--- src/rtl/cim_shift_accumulator.sv ---
// Bit-plane shift-accumulator behind the CIM array: weights each plane's column psums by 2^PsumBit,
// accumulates a group (8 planes, or 3 when InFp), then holds the result. Option macro: CIM_SIGNED_MSB_EN.
module cim_shift_accumulator #(
  parameter int NUM_COL = 8,
  parameter int PSUM_W  = 6,
  parameter int ACC_W   = 16
) (
  input  logic              clk,
  input  logic              RSTN,
  input  logic              InFp,
  input  logic              PsumValid,
  input  logic [2:0]        PsumBit,
  input  logic [PSUM_W-1:0] Psum   [0:NUM_COL-1],
  input  logic              OutReady,
  output logic [ACC_W-1:0]  AccOut [0:NUM_COL-1],
  output logic              OutValid,
  output logic              Busy,
  output logic              Overrun,
  output logic [1:0]        o_dbg_state
);

  typedef enum logic [1:0] {
    S_IDLE  = 2'd0,
    S_ACCUM = 2'd1,
    S_HOLD  = 2'd2
  } state_t;

  state_t           r_state;
  logic             r_infp;
  logic [2:0]       r_cnt;
  logic [ACC_W-1:0] r_acc   [0:NUM_COL-1];
  logic [ACC_W-1:0] w_term  [0:NUM_COL-1];
  logic [ACC_W-1:0] w_first [0:NUM_COL-1];
  logic [ACC_W-1:0] w_next  [0:NUM_COL-1];
  logic [2:0]       w_last;

  // w_last is the index of the final beat (Expected-1) and, when signed, the sign-weighted plane.
  always_comb begin
    w_last = r_infp ? 3'd2 : 3'd7;
    for (int c = 0; c < NUM_COL; c++) begin
      w_term[c] = {{(ACC_W-PSUM_W){1'b0}}, Psum[c]} << PsumBit;
`ifdef CIM_SIGNED_MSB_EN
      w_first[c] = (PsumBit == (InFp ? 3'd2 : 3'd7)) ? -w_term[c] : w_term[c];
      w_next[c]  = (PsumBit == w_last) ? r_acc[c] - w_term[c] : r_acc[c] + w_term[c];
`else
      w_first[c] = w_term[c];
      w_next[c]  = r_acc[c] + w_term[c];
`endif
    end
  end

  // Output handshake: AccOut transfers on a cycle where OutValid && OutReady; while OutValid is
  // high AccOut stays stable, and a beat arriving without OutReady is dropped and flags Overrun.
  always_ff @(posedge clk) begin
    if (!RSTN) begin
      r_state  <= S_IDLE;
      r_infp   <= 1'b0;
      r_cnt    <= 3'd0;
      OutValid <= 1'b0;
      Busy     <= 1'b0;
      Overrun  <= 1'b0;
      for (int c = 0; c < NUM_COL; c++) begin
        r_acc[c]  <= '0;
        AccOut[c] <= '0;
      end
    end else begin
      case (r_state)
        S_IDLE: begin
          if (PsumValid) begin
            for (int c = 0; c < NUM_COL; c++) r_acc[c] <= w_first[c];
            r_infp  <= InFp;
            r_cnt   <= 3'd1;
            Busy    <= 1'b1;
            r_state <= S_ACCUM;
          end
        end
        S_ACCUM: begin
          if (PsumValid) begin
            for (int c = 0; c < NUM_COL; c++) r_acc[c] <= w_next[c];
            r_cnt <= r_cnt + 3'd1;
            if (r_cnt == w_last) begin
              for (int c = 0; c < NUM_COL; c++) AccOut[c] <= w_next[c];
              OutValid <= 1'b1;
              Busy     <= 1'b0;
              r_state  <= S_HOLD;
            end
          end
        end
        S_HOLD: begin
          if (OutReady) begin
            OutValid <= 1'b0;
            if (PsumValid) begin
              for (int c = 0; c < NUM_COL; c++) r_acc[c] <= w_first[c];
              r_infp  <= InFp;
              r_cnt   <= 3'd1;
              Busy    <= 1'b1;
              r_state <= S_ACCUM;
            end else begin
              r_state <= S_IDLE;
            end
          end else if (PsumValid) begin
            Overrun <= 1'b1;
          end
        end
        default: r_state <= S_IDLE;
      endcase
    end
  end

  assign o_dbg_state = r_state;

endmodule

--- config.mk ---
export PLATFORM = sky130hd
export DESIGN_NAME = cim_shift_accumulator
export DESIGN_NICKNAME = d
export VERILOG_FILES = /design/src/rtl/cim_shift_accumulator.sv
export SDC_FILE = /design/constraint.sdc
export NUM_CORES = 1
export LEC_CHECK = 0
export CAP_MARGIN = 20
export CORE_MARGIN = 1
export CORE_UTILIZATION = 35
export CTS_CLUSTER_DIAMETER = 150
export DETAILED_ROUTE_END_ITERATION = 8
export SLEW_MARGIN = 30
export SYNTH_ARGS = -nofsm -noshare
export SYNTH_HDL_FRONTEND = slang
export SYNTH_SLANG_ARGS = --single-unit
--- constraint.sdc ---
create_clock -name clk -period 6.6 [get_ports clk]
set_input_delay 1.65 -clock clk [delete_from_list [all_inputs] [get_ports clk]]
set_output_delay 1.65 -clock clk [all_outputs]
set_load 0.05 [all_outputs]
=== Word level (Yosys, flattened, before mapping) ===
Memories as Yosys holds them, arrays and structs flattened.
Index checks and enable logic that the tools add are counted.
W data, S select, Z words.

* Register bits after elaboration: 137
* Output and inout port bits: 133
* Input port bits: 56
* Memories kept: 1
* Memory bits (writable): 128

* Bitwise gates (word level): 25
* Equality and inequality tests: 7
* Multiplexer cells: 59
* $add $sub $neg: 9
* Shifts and indexed selects: 8
* Reductions and logical operators: 11

{| class="wikitable"
|+ Memory list
! memory !! words !! bits a word !! read ports !! clocked after memory_dff !! wr ports !! line !! text
|-
| r_acc || 8 || 16 || 8 || 0 || 8 || 31 || <nowiki>logic [ACC_W-1:0] r_acc [0:NUM_COL-1];</nowiki>
|}

{| class="wikitable"
|+ Operator list
! cell !! count
|-
| $mux W16 || 24
|-
| $add A16 B16 Y16 || 8
|-
| $shl A6 B3 Y16 || 8
|-
| $or A1 B1 Y1 || 24
|-
| $mux W1 || 22
|-
| $mux W3 || 4
|-
| $reduce_and A4 Y1 || 3
|-
| $pmux W3 S3 || 1
|-
| $reduce_and A3 Y1 || 3
|-
| $mux W2 || 4
|-
| $ne A2 B2 Y1 const B || 4
|-
| $pmux W2 S3 || 1
|-
| $pmux W1 S2 || 2
|-
| $reduce_bool A2 Y1 || 2
|-
| $add A3 B1 Y3 const B || 1
|-
| $eq A3 B3 Y1 || 1
|-
| $pmux W1 S3 || 1
|-
| $reduce_bool A3 Y1 || 1
|-
| $eq A2 B1 Y1 const B || 1
|-
| $eq A2 B2 Y1 const B || 1
|-
| $logic_not A2 Y1 || 1
|-
| $reduce_and A2 Y1 || 1
|-
| $not A1 Y1 || 1
|}

=== Longest topological paths before layout ===
Gate-level depths: netlist of run 1.

* Word-level depth: 7
* Gate-level depth with buffers: 16
* Mapped depth without buffers: 15

=== Least setup slack after synthesis of run 1 ===
OpenSTA, ideal clock, no wires.

* Kind: input port to flip-flop
* Start point: input PsumBit[0]
* End point: memory r_acc[0][14], data pin
* Buffers on the path: 3
* Required time: 6.345 ns
* Data arrival time: 4.407 ns
* Cell stages on the path: 14
* Slack: 1.939 ns
* Path through: buf_2 buf_2 buf_4 mux2i_1 a21oi_1 a22o_1 ha_1 a21o_1 a2111oi_4 a21oi_2 o41ai_2 o22ai_1 xor2_1 and2_1

{| class="wikitable"
|+ RTL lines
! element !! line !! text
|-
| start: declaration || 12 || <nowiki>input logic [2:0] PsumBit,</nowiki>
|-
| end: declaration || 31 ||
|}

==> impl_metrics.yaml, run 1 <==
clocking:
  cts.sinks: 265
  clk_pin_slew_ns: 0.06
  cts_root_buf: "clkbuf_16"
  insertion_delay_ns: 0.55
  post-cts-setup-buffer-count: 0
  numCtsBuffers: 34
  tritoncts: "built"
  ctsHtreeMaxLevel: 2
  cts_buffer_depth: 3
  cts_hold_buf: 0
  ctsResizeCount: 0
global_routing:
  grt_max_degree: 75
  grt_pass1_wl_um: 84500
  first_global_vias: 14700
  antenna_found_initial: 1
  grtUsageTotal_pct: 22.0
  gr-total-overflow: 0
finish:
  stdcell_count: 2733
  layout-drive-gt1-share_pct: 6.73
  final_nets: 2269
  area_delta_synth_final_pct: 21.2
yosys:
  yosysTopAreaCell: "edfxtp_1"
  syn_nets: 2127
  ys_top_cells_by_area: "edfxtp_1, dfxtp_1, ha_1"
  synth_top_area_share_pct: 22.9
  synthFlopType: "dfxtp_1"
  synth-edff-count: 128
  yosysMostFrequentCell: "nand2_1"
  avgSynthCellArea_um2: 8.57
  syn_area_um2: 16800
  synth_cells: 1958
  ys_top_cells_by_count: "nand2_1, nor2_1, a21oi_1"
  yosysSeqAreaShare_pct: 39.2
  synth-seq-cells: 265
  yosys_warnings: 0
  synth.distinct_cells: 85
  async_flop_share_pct: 0
sta:
  relSlewSlack_pct: 31.0
  fin_tns_setup_ns: 0
  fin_skew_ns: 0.0241
  worst_pin_slew_ns: 1.03
  fin_crit_ns: 5.18
  setup_viol_count_final: 0
  period_share_pct: 78.6
  hold_viol: 0
  rsz0062_at_grt: "false"
  holdWs_ns: 0.455
  drv_slew: 0
  fmax_mhz: 193
floorplan:
  ios: 189
  start_util_pct: 35.7
  die_y_um: 221
  die_area_um2: 48800
  fp.dieW_um: 221
  core_area_um2: 47000
  num_rows: 79
critical_path:
  cp_max_fo: 29
  end_kind: "register"
  path_cells: "buf_2 > buf_4 > mux2_2 > a22o_1 > mux2_2 > ha_1 > and3_1 > a221oi_2 > nand2_1 > a21oi_1 > o21ai_1 > nand3_1 > xor2_1 > nor2_1"
  crit_arrival_ns: 5.46
  cp-start-kind: "input pin"
  critPathRequiredTime_ns: 6.87
  critical-path-max-stage-delay_ns: 0.59
  critical_path_class: "in -> reg"
  cp_common_cell: "mux2_2"
  cp_slowest_cell: "buf_2"
route:
  first_pass_iters: 5
  wl_per_cell_um: 19.9
  drt_iter0_drc: 1047
  viasPerCell: 5.50
  vias: 15000
  remaining_drc_errors: 0
  wl_um: 54300
  ant_nets: 0
status:
  status: "finished clean"
placed_design:
  numPortBuffers: 188
  gp_congestion: 0.890
  dp.cells: 2671
  place_hpwl_um: 38800
pwr:
  peakVddDrop_v: 0.000193
  power.density_nw_per_um2: 228
  leakagePower_nw: 7.87
hold_path:
  hold_class: "reg -> reg"
job:
  drv_cap: 0
## power breakdown
part           internal [mW]  switching [mW]
Combinational          0.330           0.568
Clock                   1.16           0.763
Sequential              1.79          0.0312
Total                   3.28            1.36
## worst paths after layout
check                 start      endpoint  slack, ns  cells after the start
min               AccOut[7]     AccOut[7]       0.45                      2
max              PsumBit[0]  r_acc[0][47]       1.42                     14
min reg2reg       AccOut[7]     AccOut[7]       0.45                      2
max reg2reg  o_dbg_state[0]    AccOut[78]       3.46                      6
## stage by stage
step           cell area, um2  utilization, %  setup WS (ns)  power (mW)
2_1_floorplan           16800               -           1.94        2.47
3_3_place_gp            19200            40.9          0.996        2.73
3_5_place_dp            19200            40.9          0.910        2.74
4_1_cts                 20300            43.3           1.49        4.68
5_1_grt                 20300            43.3           1.19        4.84
6_report                20300            43.3           1.42        4.64
## cell type report
| class | instances | area, um2 |
|---|---|---|
| fill | 4617 | 26600 |
| antenna | 1 | 2.50 |
| clock inverter | 14 | 130 |
| timing repair buffer | 209 | 2040 |
| inverter | 49 | 186 |
| tap | 607 | 759 |
| clock buffer | 47 | 1010 |
| multi-input combinational | 1541 | 9620 |
| sequential | 265 | 6590 |
## metal layers
metal	wire length, um	vias up	GRT usage (%)
li1	-	7253	-
met5	0	-	0
met4	1930	0	9.36
met3	3290	93	3.63
met2	24600	490	34.9
met1	24500	7192	29.5
## cell usage in the layout (no fill, tap or decap), types with 48 or more instances in the layout
cell / instances
nand2_1: 290
nor2_1: 239
a21oi_1: 205
clkdlybuf4s50_1: 184
dfxtp_1: 137
edfxtp_1: 128
o21ai_0: 125
ha_1: 105
xnor2_1: 54
inv_1: 48
## worst max-delay path: cells and delay by family
kind | cells | cell delay [ns]
adder cells (fa/ha/maj) | 1 | 0.35
buffers and inverters | 2 | 1.06
AND/OR/NAND/NOR | 4 | 0.51
XOR/XNOR | 1 | 0.18
multiplexers | 2 | 0.68
AO/OA/AOI/OAI | 4 | 0.98
## state kept, by name (all words and copies together), names as in the netlist
name	cells
AccOut	128
Busy	1
OutValid	1
Overrun	1
o_dbg_state	2
r_acc	128
r_cnt	3
r_infp	1
## kinds of logic after synthesis
group / count (synthesis) / share of synthesized area (%)
compound gates: 553 / 20.8
xor+xnor: 101 / 5.32
fa+ha+maj: 113 / 8.78
buf+inv: 152 / 3.68
flops: 265 / 39.2
mux: 55 / 3.45
simple gates: 719 / 18.7
(Power assumes the default switching activity.)
==> inputs of run 2 (changes only) <==
==> constraint.sdc (replaced) <==
create_clock -name clk -period 4.9 [get_ports clk]
set_input_delay 1.225 -clock clk [delete_from_list [all_inputs] [get_ports clk]]
set_output_delay 1.225 -clock clk [all_outputs]
set_load 0.05 [all_outputs]
==> run 2 against run 1 <==
Net effect: clock power is 28% higher; largest power group unchanged; count of clock-buffer cells in the layout is 7 higher; clock skew is 0.00083 ns lower; routed wire length rose by 1.2%; via count about the same; largest cell class unchanged; cell count up 0.66%; first-iteration DRC count decreased by 6.9%; worst setup slack lost 0.76 ns; sequential share of layout area down 0.13 points; sequential power increased by 35%; critical path depth up 1; combinational power rose by 37%.
==> impl_metrics.yaml, run 2 (same netlist as run 1, synthesis figures left out) <==
clocking:
  cts_buffer_depth: 3
  tritoncts: "built"
  ctsHtreeMaxLevel: 2
  clk_pin_slew_ns: 0.06
  cts_hold_buf: 0
  cts.sinks: 265
  numCtsBuffers: 34
  cts_root_buf: "clkbuf_16"
  insertion_delay_ns: 0.55
  post-cts-setup-buffer-count: 0
  ctsResizeCount: 0
critical_path:
  r2r_start: "r_acc[1][0]"
  cp-start-kind: "input pin"
  reg2reg_depth: 10
  r2r_slack_ns: 2.17
  cp_max_fo: 56
  critical_path_class: "in -> reg"
  critPathRequiredTime_ns: 5.19
  r2r_end: "r_acc[1][10]"
  crit_arrival_ns: 4.54
  end_kind: "register"
job:
  drv_cap: 0
floorplan:
  start_util_pct: 35.7
  die_y_um: 221
  num_rows: 79
  die_area_um2: 48800
  fp.dieW_um: 221
  core_area_um2: 47000
  ios: 189
route:
  viasPerCell: 5.47
  wl_per_cell_um: 20.0
  first_pass_iters: 5
  ant_nets: 0
  wl_um: 55000
  drt_iter0_drc: 975
  vias: 15000
  remaining_drc_errors: 0
finish:
  area_delta_synth_final_pct: 21.7
  layout-drive-gt1-share_pct: 7.05
  fill_cells: 4658
  multiInputGateArea_um2: 9610
  final_nets: 2288
  stdcell_count: 2751
  mostFrequentLayoutCell: "nand2_1"
  regArea_um2: 6590
  largestRegisters: "AccOut: 128 flops, r_acc: 128 flops, r_cnt: 3 flops"
  mostFrequentLayoutCells: "nand2_1, nor2_1, a21oi_1"
global_routing:
  met2_usage_pct: 35.0
  first_global_vias: 14700
  grt_max_degree: 67
  gr-total-overflow: 0
  antenna_found_initial: 2
  grt_most_used_layer: "met2"
  met3_usage_pct: 3.59
  grtUsageMet1_pct: 29.6
  grtUsageTotal_pct: 22.1
  grt_pass1_wl_um: 84700
pwr:
  p_seq_share_pct: 39.9
  power.density_nw_per_um2: 301
  p_sw_share_pct: 29.5
  leakagePower_nw: 7.92
  peakVddDrop_v: 0.000187
  power_switching_mw: 1.81
  pwr-share-comb_pct: 20.0
  intPower_mw: 4.33
  clkPwrFrac_pct: 40.1
placed_design:
  gp_congestion: 0.908
  dp.cells: 2690
  numPortBuffers: 188
  place_hpwl_um: 39700
sta:
  fin_tns_setup_ns: 0
  relSlewSlack_pct: 34.2
  worst_pin_slew_ns: 0.984
  rsz0062_at_grt: "false"
  fin_skew_ns: 0.0232
  hold_viol: 0
  fmax_mhz: 235
  fin_crit_ns: 4.25
  drv_slew: 0
  setup_viol_count_final: 0
  period_share_pct: 86.7
hold_path:
  worstHoldStart: "AccOut[34]"
  hold_class: "reg -> reg"
  min_path_cells: 2
  holdPathEnd: "AccOut[34]"
status:
  status: "finished clean"
-- run 2: power by group through the flow --
stage	combinational, mW	clock (mW)	sequential (mW)
2_1_floorplan	0.837	0	2.49
3_3_place_gp	1.21	0	2.50
3_5_place_dp	1.21	0	2.50
4_1_cts	1.22	2.52	2.45
5_1_grt	1.34	2.60	2.46
6_report	1.23	2.46	2.45
-- run 2: worst max path at each step --
| stage | startpoint | end | depth (start not counted) |
|---|---|---|---|
| detailed placement | PsumBit[1] | r_acc[0][47] | 15 |
| floorplan | PsumBit[0] | r_acc[0][14] | 14 |
| finish | PsumBit[1] | r_acc[0][47] | 15 |
| CTS | PsumBit[1] | r_acc[0][47] | 15 |
| global route | PsumBit[1] | r_acc[0][47] | 15 |
| global placement | PsumBit[1] | r_acc[1][62] | 15 |
-- run 2: final cells by class --
class	instances	share of cell area [%]
clock buffers	54	4.93
repair buffers	228	10.8
clock inverters	6	0.312
flip-flops and latches	265	32.2
multi-input cells	1541	47.0
well taps	607	3.72
diodes	1	0.0123
inverters	49	0.913
-- run 2: routing by layer --
metal | share of wire, % | wire length (um)
met2 | 44 | 24300
met4 | 4.1 | 2240
met5 | 0.020 | 11
met1 | 46 | 25100
met3 | 6.0 | 3320
-- run 2: critical path: stages --
cell	delay [ns]
buf_2	0.09
buf_4	0.47
nor2b_1	0.14
buf_4	0.19
a22o_1	0.25
mux2_2	0.28
ha_1	0.34
and3_1	0.25
a221oi_2	0.38
nand2_1	0.08
a21oi_1	0.29
o21ai_1	0.16
nand3_1	0.13
xor2_1	0.19
nor2_1	0.05
-- run 2: stage by stage --
stage	instance area (um2)	setup WS [ns]	utilization, %	hold WS (ns)	power, mW
6_report	20400	0.652	43.5	0.456	6.15
5_1_grt	20400	0.426	43.5	0.478	6.40
4_1_cts	20400	0.720	43.5	0.459	6.19
3_5_place_dp	19400	0.147	41.2	0.450	3.71
3_3_place_gp	19300	0.0795	41.2	0.448	3.70
2_1_floorplan	16800	0.664	-	0.467	3.33
==> RTL change 1, RTL diff (config.mk and constraints of run 2) <==
The option `CIM_SIGNED_MSB_EN` is turned on by a define.
--- a/src/rtl/cim_shift_accumulator.sv
+++ b/src/rtl/cim_shift_accumulator.sv
@@ -1,4 +1,6 @@
 // Bit-plane shift-accumulator behind the CIM array: weights each plane's column psums by 2^PsumBit,
 // accumulates a group (8 planes, or 3 when InFp), then holds the result. Option macro: CIM_SIGNED_MSB_EN.
+`define CIM_SIGNED_MSB_EN
+
 module cim_shift_accumulator #(
   parameter int NUM_COL = 8,
Behaviour: not the same (a bounded check fails within 4 cycles, from zero or initial values and one cycle with RSTN low).
==> RTL change 1 against run 2 <==
Fmax down 11%; worst setup slack got worse by 0.51 ns; sequential cell count is the same; total power grew 48%; highest routed layer unchanged; design area up 45%; critical path depth is 2 higher; area after synthesis up 30%; wire length grew 41%.
==> RTL change 1: results (changes against run 2) <==
first-iteration detailed-routing DRC count 1579 (+62%); FF-to-FF End r_acc[0][11]; Post-Route M1 WL 35.5 mm (+41%); P_leak 12.3 nW (+56%); Nets 3456 (+51%); synthesized net count 2833 (+33%); worst setup path startpoint Psum[29]; library cells used by synthesis 101 (+19%); Multi-In Gates 2169 (+41%); Inst Count DP 4064 (+51%); Slew @ Worst Pin 0.956 ns (-0.0281 ns); largest net degree at the start of global routing 105 (+57%); Min Clock Period, post-route 4.75 ns (+0.506 ns); Clock-cell share 3.93% (-1.3 points); non-clock inverter count 53 (+8.2%); Non-clk bufs 740 (+220%); Seq/total area 22.2% (-10 points); hold slack 0.452 ns (-0.00338 ns); run status complete, no violations; fill count 5918 (+27%); routed via count 21900 (+45%); number of diodes 5 (+4); P_int 5.93 mW (+37%); worst r2r path cells 16 (+6); Reg-to-Reg Start r_infp; met1 usage 32.5% (+2.9 points); Clk Latency, worst-skew pair 0.57 ns (+0.02 ns); GR Util All Layers 24.2% (+2.1 points); Worst VDD drop 195 uV (+4.2%); proportion of layout cells with a drive suffix above 1 22.9% (+16 points); Post-Route WL 77.6 mm (+41%); leading post-synthesis cells by cell area edfxtp_1 18%, dfxtp_1 13%, xnor2_1 7.4%; Synth Instances 2640 (+35%); Synth top cells by count 395 x nand2_1, 271 x nor2_1, 221 x a21oi_1; Non-clock buffering overhead 21.0% (+10 points); first-pass GRT wire length 121 mm (+43%); Hold Crit Start AccOut[87]; post-route cell area 29700 um2 (+45%); Final Wtd Congestion 0.912 (+0.40%); Flop+latch power 2.53 mW (+3%); initial antenna violation count 7 (+5); GR Util met3 3.47% (-0.12 points); seq_cells 265 (unchanged); vias per std cell 5.30 (-3.1%); Finished Core Util 48.2% (+4.7 points); crit path max fanout 4 (-93%)
[RTL change 1: cell types whose count changed after synthesis, sizes merged, moves of 24 or more]
cell / change
xnor2: +130
nor2: +29
ha: +24
clkbuf: +34
o21ai: +26
nand2: +103
xor2: +44
o22ai: +35
[RTL change 1: logic make-up (layout without fill, tap and decap cells)]
logic type	count (synthesis)	count (layout)	share of synthesized area (%)
DFF	265	265	30.2
AOI/OAI and AO/OA	732	732	21.8
other	0	5	0
muxes	76	76	4.54
adders and majority gates	137	137	8.15
buffers and inverters	206	855	4.36
xor gates and xnor gates	276	276	11.2
and+or+nand+nor	948	948	19.8
[RTL change 1: worst max-delay path, delay by kind of cell]
kind                       cells  cell delay (ns)
xor gates and xnor gates       2             0.62
AOI/OAI and AO/OA              7             1.33
and+or+nand+nor                5             0.69
adders and majority gates      1             0.27
buffers and inverters          1             0.51
muxes                          1             0.58
==> RTL change 2, RTL diff (flow settings as in run 2) <==
Made on the original files. Reset style: asynchronous (`RSTN`), changed in one clocked block.
--- a/src/rtl/cim_shift_accumulator.sv
+++ b/src/rtl/cim_shift_accumulator.sv
@@ -52,5 +52,5 @@
   // Output handshake: AccOut transfers on a cycle where OutValid && OutReady; while OutValid is
   // high AccOut stays stable, and a beat arriving without OutReady is dropped and flags Overrun.
-  always_ff @(posedge clk) begin
+  always_ff @(posedge clk or negedge RSTN) begin
     if (!RSTN) begin
       r_state  <= S_IDLE;
Formal check against the unedited RTL: not equivalent (a bounded check fails within 4 cycles, from zero or initial values and one cycle with RSTN low; the reset may be asserted at any time).
==> RTL change 2 against run 2 <==
Sequential cell count unchanged; critical path depth down 2; wire length up 3.4%; design area up 1.8%; worst setup slack better by 0.018 ns; area after synthesis up 1.1%; core utilization up 0.060 points; global-route usage up 0.76 points; critical endpoint is now AccOut[109].
Power is not compared: it rests on default switching activity, and its combinational part moved more than twofold at a synthesized area within 25%.
==> RTL change 2: results (changes against run 2) <==
run status complete, no violations; mux contribution to synthesized area 4.39% (+0.94 points); crit path max fanout 7 (-88%); first-pass GRT wire length 88.0 mm (+3.9%); dpl hpwl 40.6 mm (+2.3%); vias per std cell 5.69 (+4.0%); Synth Area in Adders 8.69% (-0.096 points); Post-Route WL 56.9 mm (+3.4%); ys async rst share 100% (+100 points); library cells used by synthesis 73 (-14%); 1st-pass router iterations 8 (+3); compound-gate portion of the synthesized area 25.6% (+4.7 points); Worst Path Arrival 4.67 ns (+0.13 ns); number of diodes 0 (-1); proportion of layout cells with a drive suffix above 1 7.31% (+0.26 points); routed wl met3 3.05 mm (-8.1%); Synth top cells by count 265 x dfrtp_1, 245 x nand2_1, 204 x o21ai_0; xor/xnor share of the synthesized area 5.11% (-0.21 points); Final Wtd Congestion 0.897 (-1.2%); Post-Route M1 WL 25.7 mm (+2.3%); GR Util All Layers 22.9% (+0.76 points); Main synth FF type dfrtp_1; synthesized net count 2074 (-2.5%); Synth Instances 1905 (-2.7%); Max stage delay cell, worst path clkdlybuf4s50_1; sequential-to-total area share from yosys stat 39.1% (-0.17 points); leading post-synthesis cells by cell area dfrtp_1 39%, ha_1 7.7%, o21ai_0 6.0%
[RTL change 2: power by group through the flow]
stage | sequential [mW] | clock (mW) | combinational (mW)
after CTS | 3.74 | 2.64 | 7.51
after detailed placement | 3.77 | 0 | 7.48
after global placement | 3.74 | 0 | 7.40
final | 3.74 | 2.57 | 7.50
after global routing | 3.86 | 2.72 | 8.14
after floorplan | 5.13 | 0 | 3.74
[RTL change 2: final cells by class]
class,instances,area [um2]
Clock buffer,49,1020
Clock inverter,10,105
Fill cell,4659,26900
Inverter,45,169
Multi-Input combinational cell,1487,9790
Sequential cell,265,6630
Tap cell,615,769
Timing Repair Buffer,237,2320
[RTL change 2: through the flow]
step / utilization (%) / worst slack (ns) / hold slack [ns] / cell area [um2]
after floorplan: - / 0.384 / 0.452 / 17000
after global placement: 41.2 / 0.139 / 0.438 / 19700
after detailed placement: 41.2 / 0.161 / 0.452 / 19700
after CTS: 43.6 / 0.749 / 0.466 / 20800
after global routing: 43.6 / 0.525 / 0.498 / 20800
final: 43.6 / 0.670 / 0.461 / 20800
[RTL change 2: final timing paths]
path	startpoint	to	slack [ns]	cells after the start
setup / recovery	Psum[36]	AccOut[109]	0.67	13
hold / removal	Overrun	Overrun	0.46	1
setup reg to reg	r_acc[64]	AccOut[76]	1.98	9
hold reg to reg	Overrun	Overrun	0.46	1
max in group asynchronous	RSTN	r_acc[56]	3.05	2
min in group asynchronous	RSTN	Busy	0.69	1
[RTL change 2: routing by layer]
metal | up-vias | GRT usage [%]
met5 | - | 0
met1 | 7549 | 31.1
met3 | 88 | 3.00
met2 | 486 | 37.1
li1 | 7268 | -
met4 | 4 | 8.36
